===== config.mk =====
export PLATFORM = sky130hd
export DESIGN_NAME = inst_buffer
export DESIGN_NICKNAME = d
export VERILOG_FILES = /design/src/rtl/inst_buffer.sv
export SDC_FILE = /design/constraint.sdc
export NUM_CORES = 1
export LEC_CHECK = 0
export ABC_CLOCK_PERIOD_IN_PS = 3500
export CELL_PAD_IN_SITES_DETAIL_PLACEMENT = 1
export CELL_PAD_IN_SITES_GLOBAL_PLACEMENT = 1
export CORE_UTILIZATION = 40
export DETAILED_ROUTE_END_ITERATION = 8
export PLACE_DENSITY = 0.7
export SYNTH_ARGS = -nofsm -noshare
export SYNTH_HDL_FRONTEND = slang
export SYNTH_SLANG_ARGS = --single-unit

===== constraint.sdc =====
create_clock -name clk -period 3.5 [get_ports clk]
set_input_delay 0.35 -clock clk [delete_from_list [all_inputs] [get_ports clk]]
set_output_delay 0.35 -clock clk [all_outputs]
set_load 0.01 [all_outputs]

===== src/rtl/inst_buffer.sv =====
// inst_buffer: IF->ID decoupling FIFO (fs_to_ib valid/bus in, ib_allowin out; ib_to_ds valid/bus out, ds_allowin in; ib_flush clears; ib_count occupancy)
module inst_buffer #(
  parameter int DEPTH = 4,
  parameter int WIDTH = 100
) (
  input  logic                       clk,
  input  logic                       resetn,
  input  logic                       fs_to_ib_valid,
  input  logic [WIDTH-1:0]           fs_to_ib_bus,
  output logic                       ib_allowin,
  output logic                       ib_to_ds_valid,
  output logic [WIDTH-1:0]           ib_to_ds_bus,
  input  logic                       ds_allowin,
  input  logic                       ib_flush,
  output logic [$clog2(DEPTH):0]     ib_count
);
  localparam int AW = $clog2(DEPTH);
  logic [WIDTH-1:0] mem_q [DEPTH];
  logic [WIDTH-1:0] mem_d [DEPTH];
  logic [AW-1:0]    wp_q, wp_d, rp_q, rp_d;
  logic [AW:0]      count_q, count_d;
  logic             push, pop;
  assign ib_allowin     = count_q != (AW+1)'(DEPTH);
  assign ib_to_ds_valid = (count_q != '0) && !ib_flush;
  assign ib_to_ds_bus   = mem_q[rp_q];
  assign ib_count       = count_q;
  assign push           = fs_to_ib_valid && ib_allowin && !ib_flush;
  assign pop            = ib_to_ds_valid && ds_allowin;
  always_comb begin
    for (int i = 0; i < DEPTH; i++) mem_d[i] = (push && wp_q == AW'(i)) ? fs_to_ib_bus : mem_q[i];
    wp_d    = ib_flush ? '0 : wp_q + AW'(push);
    rp_d    = ib_flush ? '0 : rp_q + AW'(pop);
    count_d = ib_flush ? '0 : count_q + (AW+1)'(push) - (AW+1)'(pop);
  end
  always_ff @(posedge clk) begin
    if (!resetn) begin
      mem_q   <= '{default: '0};
      wp_q    <= '0;
      rp_q    <= '0;
      count_q <= '0;
    end else begin
      mem_q   <= mem_d;
      wp_q    <= wp_d;
      rp_q    <= rp_d;
      count_q <= count_d;
    end
  end
endmodule


==> run metrics, run 1 <==
status=finished clean; Seq pwr share=a little under half; setup slack, reg-to-reg=1080 ps; DRC viols=0; Final Hold Viols=0; Post-CTS Hold Fix Bufs=0; Seq cells post-synth=between 400 and 500; HP Class=primary input to flop; Syn Std Cell Area=17460 µm²; CTS max path bufs=3; First-pass DRT Iterations=5; Final min period=2985 ps; clock-pin slew on the worst setup and hold paths=about 60 ps; post-cts sizing count=0; die area=~44000 µm²; Worst setup EP type=output port; Worst Hold Depth=3; Final ANT Viol Nets=0; worst vdd ir=309.8 µV; Arr. time, crit path=about 2600 ps; Internal Pwr Total=just over 8 mW; first-pass GRT wire length=70280 µm; root buffer cell=clkbuf_16; IO Pins=210; most frequent cells in the layout=nand2_1 (501), dfxtp_1 (405), mux2i_1 (400); vias in the first global route=~13000; Skew-Pair Late Insertion Delay=560 ps; Port Buffers=around 210; Post CTS Setup Buffer Count=0; Switching Share=roughly 22%; RSZ-0062 raised after global routing=false; post-layout net count=1838; clk sinks=~410; routed wire length=between 40000 and 50000 µm; reg-to-reg critical path endpoint=ib_count[2]$_SDFF_PP0_; Final Slew Violations=0; maximum fanout along the worst path=37; Syn Inst Count=1568; dpl hpwl=27280 µm; max_slew headroom=46.52%; Setup CP Type=flop to output port; Worst Clk Skew=roughly 15 ps; Crit path required time=approximately 3200 ps; P_sw=2.326 mW; Unique masters post-synth=29; YS warnings=0; final hold slack=~310 ps; Syn Area/Cell=11.13 µm²; Die W=~210 µm; MaxCap Viol Count=0; Fmax=about 0.33 GHz; vias per std cell=5.076; Placer Congestion=between 0.7 and 0.8; antenna diode count=0; setup TNS=0 ps; via count=around 12000; Startpoint Class=flop; CTS buffer count=between 40 and 50; most common cell after layout, fill and taps aside=nand2_1; Hold Startpoint=resetn; Pwr Density=487.7 nW/µm²; Starting Density=40.52%; fraction of layout cells with a size suffix above 1=a little under an eighth; pin slew with the least headroom to its limit=around 800 ps; DR WL/cell=approximately 19 µm; fillers=approximately 4600; fin crit share=85.30%; H-tree levels=2; reg-to-reg startpoint=ib_count[2]$_SDFF_PP0_; largest net degree at the start of global routing=118; sequential share of the synthesized area=a little under half; static power due to leakage=roughly 9.1 nW; Core Util, Final=approximately half; Site Rows=76; clock share of power=47.0%; P&R area growth vs syn=22.12%; Die Ht=roughly 210 µm; Hold EP=mem_q[47]$_SDFFE_PN0P_; Pwr Total=10.40 mW; grt ovf=0; setup-violating endpoint count in the final report=0; R2R cell count=9; part of the power in combinational logic=under 10%; core area=between 40000 and 50000 µm²; All-Layer GR Usage=approximately a fifth; Syn Nets=between 1500 and 2000; CTS tree=done; 1st-iter DRT viols=386; initial antenna violation count=1
==> layer usage <==
layer | vias to the layer above | track usage (%) | routed length, µm
li1 | 5729 | - | -
met2 | 153 | 34.04 | 21360
met1 | 5992 | 25.49 | 19940
met5 | - | 0 | 11
met4 | 2 | 4.673 | 661
met3 | 48 | 4.668 | 1878
==> worst max path at each step <==
| stage | startpoint | to | slack [ps] |
|---|---|---|---|
| global route | rp_q[0]$_SDFF_PP0_ | ib_to_ds_bus[45] | 370 |
| global placement | ib_flush | ib_count[2]$_SDFF_PP0_ | 860 |
| CTS | rp_q[0]$_SDFF_PP0_ | ib_to_ds_bus[45] | 430 |
| detailed placement | ib_flush | ib_count[2]$_SDFF_PP0_ | 830 |
| floorplan | ib_count[2]$_SDFF_PP0_ | ib_count[2]$_SDFF_PP0_ | 1350 |
| finish | rp_q[0]$_SDFF_PP0_ | ib_to_ds_bus[45] | 510 |
==> cell type report <==
| cell class | count | area (µm²) | share of cell area [%] |
|---|---|---|---|
| multi-input cells | 1036 | 8383 | 39.33 |
| flip-flops and latches | 407 | 8155 | 38.26 |
| repair buffers | 237 | 2482 | 11.65 |
| clock buffers | 72 | 1450 | 6.803 |
| well taps | 585 | 732.0 | 3.434 |
| clock inverters | 10 | 106.4 | 0.4989 |
| inverters | 2 | 7.507 | 0.03522 |
==> Yosys cell counts, drive strengths merged <==
master / number / share of area, %
inv: 2 / 0.043
nand2: 501 / 11
a21oi: 2 / 0.057
nand2b: 3 / 0.11
ha: 2 / 0.14
and2: 3 / 0.11
or3: 2 / 0.072
xor2: 2 / 0.10
nor3: 4 / 0.11
nor3b: 1 / 0.043
buf: 65 / 4.0
nand4b: 2 / 0.10
nor2b: 2 / 0.072
xnor2: 1 / 0.050
o21ai: 2 / 0.057
fa: 1 / 0.11
mux4: 100 / 13
or4: 1 / 0.065
clkbuf: 58 / 1.2
mux2i: 400 / 23
dfxtp: 407 / 47
nand3b: 1 / 0.043
nor2: 6 / 0.13
==> per-stage QoR <==
stage | worst slack (ps) | instance area [µm²] | cells
after global routing | 366.1 | 21320 | 2349
after global placement | 859.5 | 19760 | 2267
after CTS | 434.6 | 21320 | 2349
after detailed placement | 832.3 | 19760 | 2267
final | 514.6 | 21320 | 2349
after floorplan | 1346 | 17460 | 1568
==> logic make-up (layout without fill, tap and decap cells) <==
kind of cell / after synthesis / in the layout / share of synthesized area [%]
xor gates and xnor gates: 3 / 3 / 0.1506
DFF: 407 / 407 / 46.68
muxes: 500 / 500 / 35.84
adders and majority gates: 3 / 3 / 0.2580
buffers and inverters: 125 / 321 / 5.326
AOI/OAI and AO/OA: 4 / 4 / 0.1147
and+or+nand+nor: 526 / 526 / 11.63
==> flip-flops by register name (all words and copies together), names as in the netlist <==
name / cells
mem_q: 400
ib_count: 3
rp_q: 2
wp_q: 2
==> power by group through the flow <==
stage | Combinational, mW | Sequential, mW | Clock [mW]
after floorplan | 0.429 | 4.84 | 0
final | 0.755 | 4.75 | 4.89
after global placement | 0.752 | 4.85 | 0
after global routing | 0.814 | 4.76 | 5.24
after CTS | 0.769 | 4.75 | 5.04
after detailed placement | 0.764 | 4.85 | 0
==> worst max-delay path, stage by stage (launching register included) <==
cell and delay [ps]:
dfxtp_4 600, buf_12 340, mux4_2 560, clkdlybuf4s50_1 550
Power figures use the tool's default switching activity.
==> run 2, diff against run 1 <==
CTS_CLUSTER_SIZE = 12   (was unset)
==> run 2 against run 1 <==
  * Routed wire length is essentially flat
  * Highest routed layer unchanged
  * Maximum frequency hardly changed
  * First-iteration DRC count shrank 3.6%
  * Die area stayed put
  * Setup slack improved by 1.3 ps
==> run metrics, run 2 (same netlist as run 1, synthesis figures left out) <==
vias per std cell=5.083 (+0.13%); Fmax=0.3351 GHz (about the same); R2R cell count=9 (unchanged); core area=43080 µm² (unchanged); Final Hold Viols=0 (unchanged); Setup CP Type=flop to output port; root buffer cell=clkbuf_16; P_sw=2.326 mW (about the same); worst vdd ir=378.7 µV (+22%); IO Pins=210 (unchanged); post-cts sizing count=0 (unchanged); Port Buffers=209 (unchanged); post-layout net count=1838 (unchanged); reg-to-reg critical path endpoint=ib_count[2]$_SDFF_PP0_; Core Util, Final=49.44% (about the same); Worst Clk Skew=16.09 ps (+1.318 ps); MaxCap Viol Count=0 (unchanged); fillers=4618 (-0.13%); DRC viols=0 (unchanged); setup TNS=0 ps (unchanged); Post CTS Setup Buffer Count=0 (unchanged); grt ovf=0 (unchanged); Skew-Pair Late Insertion Delay=560 ps (about the same); via count=11940 (+0.13%); largest net degree at the start of global routing=118 (unchanged); clk sinks=407 (unchanged); Placer Congestion=0.7264 (unchanged); static power due to leakage=9.142 nW (about the same); HP Class=primary input to flop; H-tree levels=2 (unchanged); Post-CTS Hold Fix Bufs=0 (unchanged); Setup crit end=ib_to_ds_bus[68]; max_slew headroom=46.77% (+0.24 points); Worst setup EP type=output port; largest register by flop count=mem_q; first-pass GRT wire length=70160 µm (-0.18%); Startpoint Class=flop; Switching Share=22.45% (+0.082 points); clock-pin slew on the worst setup and hold paths=60 ps (about the same); status=finished clean; 1st-iter DRT viols=372 (-3.6%); fin crit share=85.26% (about the same); setup slack, reg-to-reg=1080 ps (about the same); First-pass DRT Iterations=5 (unchanged); Final Slew Violations=0 (unchanged); P&R area growth vs syn=22.01% (about the same); max reg flops=400 (unchanged); most common cell after layout, fill and taps aside=nand2_1; maximum fanout along the worst path=21 (-43%); vias in the first global route=13121 (+0.0076%); dpl hpwl=27280 µm (unchanged); CTS buffer count=46 (unchanged); DR WL/cell=18.67 µm (about the same); Die W=210.9 µm (unchanged); CTS max path bufs=3 (unchanged); antenna diode count=0 (unchanged); All-Layer GR Usage=19.91% (-0.044 points); clock share of power=46.9% (about the same); final hold slack=333.8 ps (+24.27 ps); RSZ-0062 raised after global routing=false; Seq pwr share=45.8% (about the same); Arr. time, crit path=2630 ps (about the same); most frequent cells in the layout=nand2_1 (501), dfxtp_1 (405), mux2i_1 (400); reg-to-reg startpoint=ib_count[2]$_SDFF_PP0_; CP startpoint=rp_q[1]$_SDFF_PP0_; Pwr Total=10.36 mW (-0.34%); routed wire length=43850 µm (about the same); part of the power in combinational logic=7.3% (about the same); CTS tree=done; Final min period=2984 ps (-1.275 ps); Final ANT Viol Nets=0 (unchanged); Starting Density=40.52% (unchanged); Die Ht=210.9 µm (unchanged); die area=44480 µm² (unchanged); setup-violating endpoint count in the final report=0 (unchanged); Site Rows=76 (unchanged); initial antenna violation count=1 (unchanged); fraction of layout cells with a size suffix above 1=11.73% (-0.11 points); pin slew with the least headroom to its limit=798.5 ps (-3.671 ps); Internal Pwr Total=8.035 mW (-0.45%); Pwr Density=486.5 nW/µm² (-0.25%); Crit path required time=3150 ps (about the same)
-- run 2: changes by cell type in the layout (fill, tap and decap cells not counted) --
cell,change
clkbuf_1,+2
clkbuf_8,-2
clkinvlp_4,-1
inv_6,+1
-- run 2: worst min path at each step --
stage	startpoint	end	slack [ps]	cells after the start
finish	resetn	mem_q[47]$_SDFFE_PN0P_	330	3
global route	resetn	mem_q[47]$_SDFFE_PN0P_	350	3
CTS	resetn	mem_q[47]$_SDFFE_PN0P_	320	3
detailed placement	mem_q[65]$_SDFFE_PN0P_	mem_q[65]$_SDFFE_PN0P_	450	2
global placement	mem_q[31]$_SDFFE_PN0P_	mem_q[31]$_SDFFE_PN0P_	440	2
floorplan	mem_q[0]$_SDFFE_PN0P_	mem_q[0]$_SDFFE_PN0P_	430	2
-- run 2: power groups by stage --
stage                     registers, mW  logic (mW)  clock network (mW)
after floorplan                    4.84       0.429                   0
after global placement             4.85       0.752                   0
after detailed placement           4.85       0.764                   0
after CTS                          4.75       0.769                5.01
after global routing               4.76       0.814                5.20
final                              4.75       0.755                4.86
-- run 2: worst max-delay path: stages, from the launching register on --
cell and delay, ps:
dfxtp_4 610, buf_4 370, mux4_2 540, clkdlybuf4s50_1 540
-- run 2: metal layers --
metal | up-vias | global-route usage (%) | share of wire [%]
met4 | 2 | 4.698 | 1.6
met3 | 54 | 4.624 | 4.4
met1 | 5994 | 25.38 | 46
met5 | - | 0 | 0.025
li1 | 5730 | - | -
met2 | 160 | 34.04 | 48
-- run 2: through the flow --
step | cells | worst slack [ps] | cell area, µm²
finish | 2349 | 515.9 | 21300
global placement | 2267 | 859.5 | 19760
floorplan | 1568 | 1346 | 17460
CTS | 2349 | 439.4 | 21300
global route | 2349 | 373.3 | 21300
detailed placement | 2267 | 832.3 | 19760
-- run 2: layout make-up --
class	count	area, µm²	share of cell area [%]
repair buffers	237	2482	11.66
well taps	585	732.0	3.437
multi-input cells	1036	8383	39.36
clock buffers	72	1430	6.715
clock inverters	10	107.6	0.5052
inverters	2	7.507	0.03525
flip-flops and latches	407	8155	38.29
==> run 3, diff against run 2 <==
CORE_MARGIN = 5   (was unset)
CTS_BUF_LIST = sky130_fd_sc_hd__clkbuf_16   (was unset)
==> run 3 against run 2 <==
  * Flip-flop and latch count did not move
  * Clock power fell by 4.5%
  * Maximum frequency fell by 2.3%
  * Clock skew rose by 4.5 ps
  * Highest routed layer is now met4
  * Clock-buffer cell count fell by 25
  * Non-clock buffer count rose by 10
  * Combinational power rose by 2%
  * Register-to-register slack got worse by 60 ps
  * Final cell count rose by 0.55%
==> run metrics, run 3 (same netlist as run 1, synthesis figures left out) <==
footprint of the multi-input gates=8383 µm² (unchanged); final hold slack=351.8 ps (+17.97 ps); clk sinks=407 (unchanged); fraction of layout cells with a size suffix above 1=11.77% (+0.033 points); setup TNS=0 ps (unchanged); first-pass GRT wire length=72710 µm (+3.6%); CTS max path bufs=3 (unchanged); Post-CTS Hold Fix Bufs=0 (unchanged); largest register by flop count=mem_q; WL met1=20000 µm (about the same); HP Class=primary input to flop; R2R cell count=9 (unchanged); dpl hpwl=29130 µm (+6.8%); Crit path required time=3150 ps (about the same); Startpoint Class=flop; worst vdd ir=322.1 µV (-15%); DR WL/cell=19.20 µm (+2.8%); fillers=4623 (+0.11%); All-Layer GR Usage=18.82% (-1.1 points); Hold Startpoint=resetn; metal2 WL=22470 µm (+5.8%); fin crit share=87.28% (+2.0 points); Die W=218.9 µm (+3.8%); Skew-Pair Late Insertion Delay=560 ps (about the same); initial antenna violation count=1 (unchanged); Final min period=3055 ps (+70.62 ps); Pwr Density=476.7 nW/µm² (-2.0%); Arr. time, crit path=2700 ps (+70 ps); post-cts sizing count=0 (unchanged); Placer Congestion=0.7307 (+0.59%); CP Cell Sequence=buf_4 > mux4_2 > clkdlybuf4s50_1; routed wire length=45340 µm (+3.4%); largest net degree at the start of global routing=112 (-5.1%); Setup CP Type=flop to output port; setup-violating endpoint count in the final report=0 (unchanged); Final Slew Violations=0 (unchanged); most common cell after layout, fill and taps aside=nand2_1; CTS tree=done; static power due to leakage=9.193 nW (+0.56%); Worst Clk Skew=20.54 ps (+4.450 ps); Port Buffers=209 (unchanged); grt ovf=0 (unchanged); Hold EP=mem_q[247]$_SDFFE_PN0P_; Final ANT Viol Nets=0 (unchanged); 1st-iter DRT viols=491 (+32%); maximum fanout along the worst path=26 (+24%); root buffer cell=clkbuf_16; pin slew with the least headroom to its limit=738.4 ps (-60.14 ps); vias per std cell=5.067 (-0.32%); delay of the slowest critical-path stage=730 ps (+120 ps); reg-to-reg critical path endpoint=ib_count[2]$_SDFF_PP0_; Post CTS Setup Buffer Count=0 (unchanged); First-pass DRT Iterations=4 (-1); Top Metal Used=met4; Worst setup EP type=output port; Starting Density=40.43% (-0.089 points); Fmax=0.3274 GHz (-2.3%); Site Rows=76 (unchanged); clock-pin slew on the worst setup and hold paths=60 ps (about the same); setup slack, reg-to-reg=1020 ps (-60 ps); met3 WL=1906 µm (-0.26%); most frequent cells in the layout=nand2_1 (501), dfxtp_1 (405), mux2i_1 (400); reg-to-reg startpoint=ib_count[1]$_SDFF_PP0_; post-layout net count=1848 (+0.54%); status=finished clean; Final Hold Viols=0 (unchanged); H-tree levels=2 (unchanged); Worst Hold Depth=3 (unchanged); Storage cell area=8155 µm² (unchanged); IO Pins=210 (unchanged); MaxCap Viol Count=0 (unchanged); max_slew headroom=50.78% (+4.0 points); via count=11968 (+0.23%); CTS buffer count=46 (unchanged); RSZ-0062 raised after global routing=false; core area=43170 µm² (+0.22%); die area=47920 µm² (+7.7%); P&R area growth vs syn=22.06% (about the same); max reg flops=400 (unchanged); Die Ht=218.9 µm (+3.8%); DRC viols=0 (unchanged); vias in the first global route=13386 (+2.0%); slowest stage cell on the critical path=dfxtp_4
-- run 3: through the flow --
stage	worst slack, ps	instances	area [µm²]	power, mW	utilization, %
2_1_floorplan	1346	1568	17460	5.268	-
3_3_place_gp	836.2	2277	19860	5.613	46.00
3_5_place_dp	787.9	2277	19860	5.627	46.00
4_1_cts	351.3	2361	21300	10.32	49.35
5_1_grt	287.3	2362	21310	10.58	49.35
6_report	445.3	2362	21310	10.16	49.35
-- run 3: per-layer routing --
layer / vias to the layer above / track usage (%)
met3: 59 / 3.504
met2: 194 / 33.04
met5: - / 0
met1: 5967 / 23.80
li1: 5748 / -
met4: 0 / 5.233
-- run 3: critical path, delay by kind of cell, from the launching register on --
family	cells	cell delay, ps
mux	1	520
buf+inv	2	880
flops	1	730
-- run 3: report_power, final --
group          switching (mW)  leakage (nW)  internal (mW)
Sequential             0.0410          3.29           4.71
Combinational           0.381          5.15          0.387
Clock                    1.92         0.755           2.72
Total                    2.34          9.19           7.82
-- run 3: final cells by class --
type                       count  area share (%)
multi-input combinational   1036           39.34
clock inverter                37           1.257
inverter                       2         0.03523
clock buffer                  47           5.520
timing repair buffer         247           12.12
tap                          585           3.435
sequential                   407           38.28
antenna                        1         0.01174
-- run 3: worst max path at each step --
stage / startpoint / endpoint / slack, ps / cells past startpoint
2_1_floorplan: ib_count[2]$_SDFF_PP0_ / ib_count[2]$_SDFF_PP0_ / 1350 / 9
3_3_place_gp: ib_flush / ib_count[2]$_SDFF_PP0_ / 840 / 10
3_5_place_dp: ib_flush / ib_count[2]$_SDFF_PP0_ / 790 / 10
4_1_cts: rp_q[1]$_SDFF_PP0_ / ib_to_ds_bus[65] / 350 / 3
5_1_grt: rp_q[1]$_SDFF_PP0_ / ib_to_ds_bus[65] / 290 / 3
6_report: rp_q[1]$_SDFF_PP0_ / ib_to_ds_bus[65] / 450 / 3
